$ cat src/rtl/mem_port_arbiter.sv
// Shares one processor-to-memory port between the instruction-fetch and data-cache controllers.
// It tracks which requester owns each outstanding load tag and steers returning data to that owner.
module mem_port_arbiter #(
  parameter int ADDR_W     = 16,
  parameter int NTAGS      = 16,
  parameter int STARVE_MAX = 4
) (
  input  logic              clock,
  input  logic              reset,

  input  logic [1:0]        Dmem_command,
  input  logic [ADDR_W-1:0] Dmem_addr,
  input  logic [1:0]        Dmem_size,
  input  logic [63:0]       Dmem_data,
  output logic [3:0]        dmem_response,
  output logic [3:0]        dmem_tag,
  output logic [63:0]       dmem_data,

  input  logic [1:0]        Imem_command,
  input  logic [ADDR_W-1:0] Imem_addr,
  output logic [3:0]        imem_response,
  output logic [3:0]        imem_tag,
  output logic [63:0]       imem_data,

  output logic [1:0]        proc2mem_command,
  output logic [ADDR_W-1:0] proc2mem_addr,
  output logic [1:0]        proc2mem_size,
  output logic [63:0]       proc2mem_data,
  input  logic [3:0]        mem2proc_response,
  input  logic [3:0]        mem2proc_tag,
  input  logic [63:0]       mem2proc_data,

  output logic              tag_err
);

  localparam int              SW          = $clog2(STARVE_MAX + 1);
  localparam logic [1:0]      CMD_NONE    = 2'd0;
  localparam logic [1:0]      CMD_LOAD    = 2'd1;
  localparam logic [1:0]      SIZE_DOUBLE = 2'b11;
  localparam logic [SW-1:0]   STARVE_LIM  = SW'(STARVE_MAX);

  logic [NTAGS-1:0] valid_q, valid_d;
  logic [NTAGS-1:0] owner_q, owner_d;   // 0 = Dmem, 1 = Imem
  logic [SW-1:0]    starve_q, starve_d;
  logic             tag_err_q, tag_err_d;

  logic dmem_req, imem_req;
  logic grant_imem, grant_dmem;
  logic alloc;
  logic ret_hit, ret_miss, ret_owner;

  always_comb begin
    dmem_req   = (Dmem_command != CMD_NONE);
    imem_req   = (Imem_command != CMD_NONE);
    grant_imem = imem_req && (!dmem_req || (starve_q == STARVE_LIM));
    grant_dmem = dmem_req && !grant_imem;
  end

  always_comb begin
    proc2mem_command = CMD_NONE;
    proc2mem_addr    = '0;
    proc2mem_size    = '0;
    proc2mem_data    = '0;
    if (grant_imem) begin
      proc2mem_command = Imem_command;
      proc2mem_addr    = Imem_addr;
      proc2mem_size    = SIZE_DOUBLE;
    end else if (grant_dmem) begin
      proc2mem_command = Dmem_command;
      proc2mem_addr    = Dmem_addr;
      proc2mem_size    = Dmem_size;
      proc2mem_data    = Dmem_data;
    end
    dmem_response = grant_dmem ? mem2proc_response : 4'd0;
    imem_response = grant_imem ? mem2proc_response : 4'd0;
    alloc         = (proc2mem_command == CMD_LOAD) && (mem2proc_response != 4'd0);
  end

  // Return routing uses the owner recorded before this cycle's allocation.
  always_comb begin
    ret_hit   = (mem2proc_tag != 4'd0) && valid_q[mem2proc_tag];
    ret_miss  = (mem2proc_tag != 4'd0) && !valid_q[mem2proc_tag];
    ret_owner = owner_q[mem2proc_tag];
    dmem_tag  = (ret_hit && !ret_owner) ? mem2proc_tag  : 4'd0;
    dmem_data = (ret_hit && !ret_owner) ? mem2proc_data : 64'd0;
    imem_tag  = (ret_hit &&  ret_owner) ? mem2proc_tag  : 4'd0;
    imem_data = (ret_hit &&  ret_owner) ? mem2proc_data : 64'd0;
  end

  always_comb begin
    valid_d = valid_q;
    owner_d = owner_q;
    if (ret_hit) begin
      valid_d[mem2proc_tag] = 1'b0;
    end
    // A tag re-issued in the same cycle it returns ends up owned by the new requester.
    if (alloc) begin
      valid_d[mem2proc_response] = 1'b1;
      owner_d[mem2proc_response] = grant_imem;
    end
    tag_err_d = tag_err_q | ret_miss;
  end

  always_comb begin
    starve_d = starve_q;
    if (imem_req && !grant_imem) begin
      if (starve_q != STARVE_LIM) begin
        starve_d = starve_q + SW'(1);
      end
    end else if (grant_imem && (mem2proc_response != 4'd0)) begin
      starve_d = '0;
    end
  end

  always_ff @(posedge clock) begin
    if (reset) begin
      valid_q   <= '0;
      owner_q   <= '0;
      starve_q  <= '0;
      tag_err_q <= 1'b0;
    end else begin
      valid_q   <= valid_d;
      owner_q   <= owner_d;
      starve_q  <= starve_d;
      tag_err_q <= tag_err_d;
    end
  end

  assign tag_err = tag_err_q;

endmodule

$ cat config.mk
export PLATFORM = sky130hd
export DESIGN_NAME = mem_port_arbiter
export DESIGN_NICKNAME = d
export VERILOG_FILES = /design/src/rtl/mem_port_arbiter.sv
export SDC_FILE = /design/constraint.sdc
export NUM_CORES = 1
export LEC_CHECK = 0
export BUFFER_PORTS_ARGS = -buffer_cell sky130_fd_sc_hd__buf_2
export CORE_AREA = 2 2 155 157
export DETAILED_ROUTE_END_ITERATION = 12
export DIE_AREA = 0 0 157 159
export GPL_TIMING_DRIVEN = 0
export PLACE_DENSITY = 0.45
export SETUP_SLACK_MARGIN = 0.5
export SYNTH_ARGS = -nofsm -noshare
export SYNTH_HDL_FRONTEND = slang
export SYNTH_SLANG_ARGS = --single-unit
$ cat constraint.sdc
create_clock -name clock -period 2.4 [get_ports clock]
set_input_delay 0.48 -clock clock [delete_from_list [all_inputs] [get_ports clock]]
set_output_delay 0.48 -clock clock [all_outputs]
set_load 0.01 [all_outputs]
; ---- Yosys cells after proc, flatten, opt, wreduce, memory -nomap -nowiden
; Index checks and enable logic that the tools add are counted.
[totals]
output_inout_bits = 229
regBits = 36
inputBits = 176
wordCells = 67
[op_classes]
add_sub_neg = 1
reduce_logical = 22
mux = 28
bitwise_logic = 4
eq_ne = 4
magnitude_cmp = 4
[op_table]
columns = cell, n
row1 = two-way mux 64 bit, 4
row2 = two-way mux 16 bit, 4
row3 = AND 16 bit, 1
row4 = bitwise mux 16 bit, 1
row5 = two-way mux 4 bit, 4
row6 = NOT 16 bit, 1
row7 = OR 16 bit, 1
row8 = logical AND 1 bit, 11
row9 = "less-than comparator 4 x 5 -> 1 bit, second input constant", 2
row10 = two-way mux 3 bit, 3
row11 = binary-select mux 1 bit (select 4 bit), 2
row12 = demux 1 bit (select 4 bit), 2
row13 = ">= comparator 4 x 1 -> 1 bit, second input constant", 2
row14 = two-way mux 2 bit, 4
row15 = nonzero test 4 bit, 2
row16 = nonzero test 2 bit, 3
row17 = logical NOT 1 bit, 4
row18 = two-way mux 1 bit, 4
row19 = "adder 3 x 1 -> 3 bit, second input constant", 1
row20 = "== test 3 bit, second input constant", 1
row21 = "inequality test 3 bit, second input constant", 1
row22 = "== test 2 x 1 -> 1 bit, second input constant", 1
row23 = "inequality test 2 x 1 -> 1 bit, second input constant", 1
row24 = AND reduction 2 bit, 1
row25 = 2 further kinds, 2

; ---- Logic depth before layout (Yosys ltp)
[depth]
word_depth = 11
ltp_mapped = 8
mapped_depth_nobuf = 6

; ---- Worst setup path before layout
; OpenSTA, ideal clock, no wires.
[synth_timing]
path_kind = input to output
start = in mem2proc_tag[0]
end = out dmem_data[34]
required_ps = 1920
arrival_ps = 1980
cell_stages = 7
path_slack_ps = -60
n_path_buf = 3
path_cell_list = buf_6 mux4_2 nand2_1 nand4_1 buf_2 buf_2 a211oi_1
[synth_via]
elab_chain_len = 5
word_cells_on_any_way = 9
cone_classes = mux: 5 / reduce/logical: 4
[synth_rtl]
columns = item, line
row1 = "start, declared", 30  ; input logic [3:0] mem2proc_tag,
row2 = "binary-select mux 1 bit (select 4 bit), on equally long branches", "81, 83"
row3 = "two-way mux 1 bit, on equally long branches", "81, 83"
row4 = logical AND 1 bit / logical NOT 1 bit (equally long branches), "81, 85"
row5 = logical AND 1 bit *, 85  ; dmem_data = (ret_hit && !ret_owner) ? mem2proc_data : 64'd0;
row6 = two-way mux 64 bit *, 85
row7 = "end, declared", 17  ; output logic [63:0] dmem_data,
; Every way passes the cells marked *; elsewhere a longest branch is shown, timed or not. The select of a mux whose other input is x is not followed.

; ---- Worst setup path in the final report
[layout_timing]
start = in mem2proc_tag[1]
end = out imem_data[19]
[layout_via]
elab_chain_len = 5
word_cells_on_any_way = 8
cone_classes = mux: 5 / reduce/logical: 3
[layout_rtl]
columns = item, line
row1 = binary-select mux 1 bit (select 4 bit), 81  ; ret_hit = (mem2proc_tag != 4'd0) && valid_q[mem2proc_tag];
row2 = two-way mux 1 bit (implied by the code), 81
row3 = logical AND 1 bit, 81
row4 = logical AND 1 bit *, 87  ; imem_data = (ret_hit && ret_owner) ? mem2proc_data : 64'd0;
row5 = two-way mux 64 bit *, 87
row6 = "end, declared", 23  ; output logic [63:0] imem_data,
; Marks and branches as above.

==> flow_summary.ini <==
[clock_tree]
cts_max_path_buffers = 2
cts_sinks = 35
cts_buffers = 5
clk-insertion-delay-late_ns = 0.27
clock-root-buffer = clkbuf_16
tritoncts = built
htree_levels = 2
clkTransAtPathRegs_ns = 0.05

[power]
p_total_mw = 2.72
cellLeakagePower_nw = 4.79
ir_drop_mv = 0.229
p_per_area_nw_per_um2 = 270

[final_layout]
finalNetCount = 1251
synthToLayoutAreaGrowth_pct = 132
final_cell_mix = buf_2, buf_6, a211oi_2, and3_4, inv_1
design_area_um2 = 10100
multiInputGateArea_um2 = 4180
nFillCells = 2301
final_common_cell = buf_2
utilization = 0.435
drive_gt1_frac = 0.738
area.sequential_um2 = 704
final_cell_count_no_fill = 1394

[sta]
max_clock_freq_mhz = 359
final_hold_viol_count = 0
skew_ns = 0.00547
finalCriticalPeriod_ns = 2.79
fin_crit_sh = 1.16
final-setup-viol-count = 136
slew_violations = 0
rsz0062_at_grt = true
relSlewSlack = 0.622
worst_pin_slew_ns = 0.562
layout_setup_ws_ns = -0.388

[placement]
dp_slack_ns = -0.763
port_buffers = 403
place_area_um2 = 7280
dp_hpwl_um = 18600
dp.cells = 1331
gp_congestion = 0.803

[outcome]
violations = setup timing
status = complete, but fails checks

[logic_synthesis]
synthArstFlopShare = 0
synth_top_family_by_area = compound AO/OA/AOI/OAI gates
synthAdderAreaFrac = 0.00576
synth_edf_count = 0
syn-cell-area_um2 = 4340
netlist_instances = 609
synth_xor_area_frac = 0
synth_seq_cells = 35
synth_area_per_cell_um2 = 7.13
synth-compound-area-share = 0.358
synth_mux_area_frac = 0.0729
synthesis.nets = 787
seq_area_frac_synth = 0.161
yosysUniqueCellTypes = 41
synth_warnings = 0
yosys.area_share.simple = 0.250
synth-main-ff-cell = dfxtp_1

[global_routing]
grtUsageTotal = 0.181
grt_pass1_wl_um = 35900
gr-total-overflow = 0
grt_pass1_vias = 6323
grt_max_degree = 12
antenna_found_initial = 2

[setup_path]
cp-start-kind = input pin
rrSetupSlack_ns = 0.64
crit_type = in -> out
crit_path_end_kind = output port
cp.required_ns = 1.92
worstPathArrival_ns = 2.31
cp_max_fo = 10

[run]
drv_cap = 0

[floorplanning]
ios = 405
start_util = 0.187
core_area_um2 = 23200
chipWidth_um = 157
rows = 56
die_h_um = 159
die_area_um2 = 25000

[routing]
routedWlPerCell_um = 18.2
via_count = 6454
ant_nets = 0
dr.first_iter.drc_count = 328
drc = 0
dr.pass1.iters = 4
routed_wirelength_um = 25300
via_per_inst = 4.63

[min_path]
hold_class = reg -> reg
==> metrics by stage <==
step                hold WS, ns  TNS, ns
finish                    0.457   -43.55
global route              0.487   -51.28
CTS                       0.460   -48.86
detailed placement        0.444   -90.35
global placement          0.447   -88.35
floorplan                 0.433   -0.547
==> worst max-delay path: stages <==
cell	delay, ns
buf_2	0.15
buf_8	0.16
and2_4	0.14
a221oi_4	0.33
a21oi_4	0.10
buf_12	0.14
buf_12	0.14
buf_12	0.13
buf_8	0.12
a211oi_1	0.23
buf_2	0.17
==> sequential cells by signal, indices dropped and copies added, names as in the netlist <==
register and count:
tag_err 1, valid_q 15, owner_q 16, starve_q 3
==> logic make-up after synthesis <==
group / count (synthesis)
compound gates: 197
mux: 24
flops: 35
simple gates: 203
fa+ha+maj: 2
buf+inv: 148
==> power breakdown <==
group / internal, mW / switching (mW)
Sequential: 0.593 / 0.00630
Clock: 0.383 / 0.244
Combinational: 0.814 / 0.681
Total: 1.79 / 0.931
==> synth_stat cells (2+ instances only) <==
master,number,area [um^2]
or2_2,2,12.5
nor2_1,18,67.6
nand3_1,19,95.1
nand3b_1,2,15.0
buf_4,2,15.0
buf_6,10,113
o21ai_0,25,125
a22oi_1,2,15.0
a211oi_1,100,751
nor2b_1,6,37.5
and3_1,68,425
mux4_2,6,135
and2_1,8,50.1
mux2i_1,17,170
nor3b_1,2,15.0
clkbuf_1,45,169
dfxtp_1,35,701
nand2_1,49,184
a21oi_1,22,110
buf_2,18,90.1
ha_1,2,25.0
o211ai_1,7,52.6
nand2b_1,23,144
a211oi_2,32,400
nor3_1,3,15.0
inv_1,71,267
==> metal layers <==
layer / global-route usage / share of wire / vias to the layer above
li1: - / - / 3119
met1: 0.208 / 0.38 / 3051
met2: 0.349 / 0.53 / 256
met3: 0.0324 / 0.067 / 26
met4: 0.0300 / 0.016 / 2
met5: 0 / 0.00071 / -
==> final timing paths <==
check / from / end / cells past startpoint
worst max register to register: starve_q[1] / owner_q[6] / 8
worst min-delay path: tag_err / tag_err / 2
worst max-delay path: mem2proc_tag[1] / imem_data[19] / 11
worst min register to register: tag_err / tag_err / 2
==> layout make-up <==
class	count	share of cell area
Timing Repair Buffer	457	0.341
Tap cell	319	0.0396
Antenna cell	1	0.000248
Buffer	77	0.0941
Inverter	71	0.0268
Clock inverter	2	0.00124
Clock buffer	6	0.0128
Sequential cell	35	0.0699
Multi-Input combinational cell	426	0.415
==> repair_timing <==
| action | 4_1_cts | 5_1_grt |
|---|---|---|
| pin swaps | 104 | 55 |
| gates resized for setup | 271 | 191 |
| setup buffers | 28 | 4 |
| setup endpoints to repair | 248 | 249 |
| cloned | 15 | 7 |
| hold buffers | 0 | 0 |
(Power assumes the default switching activity.)
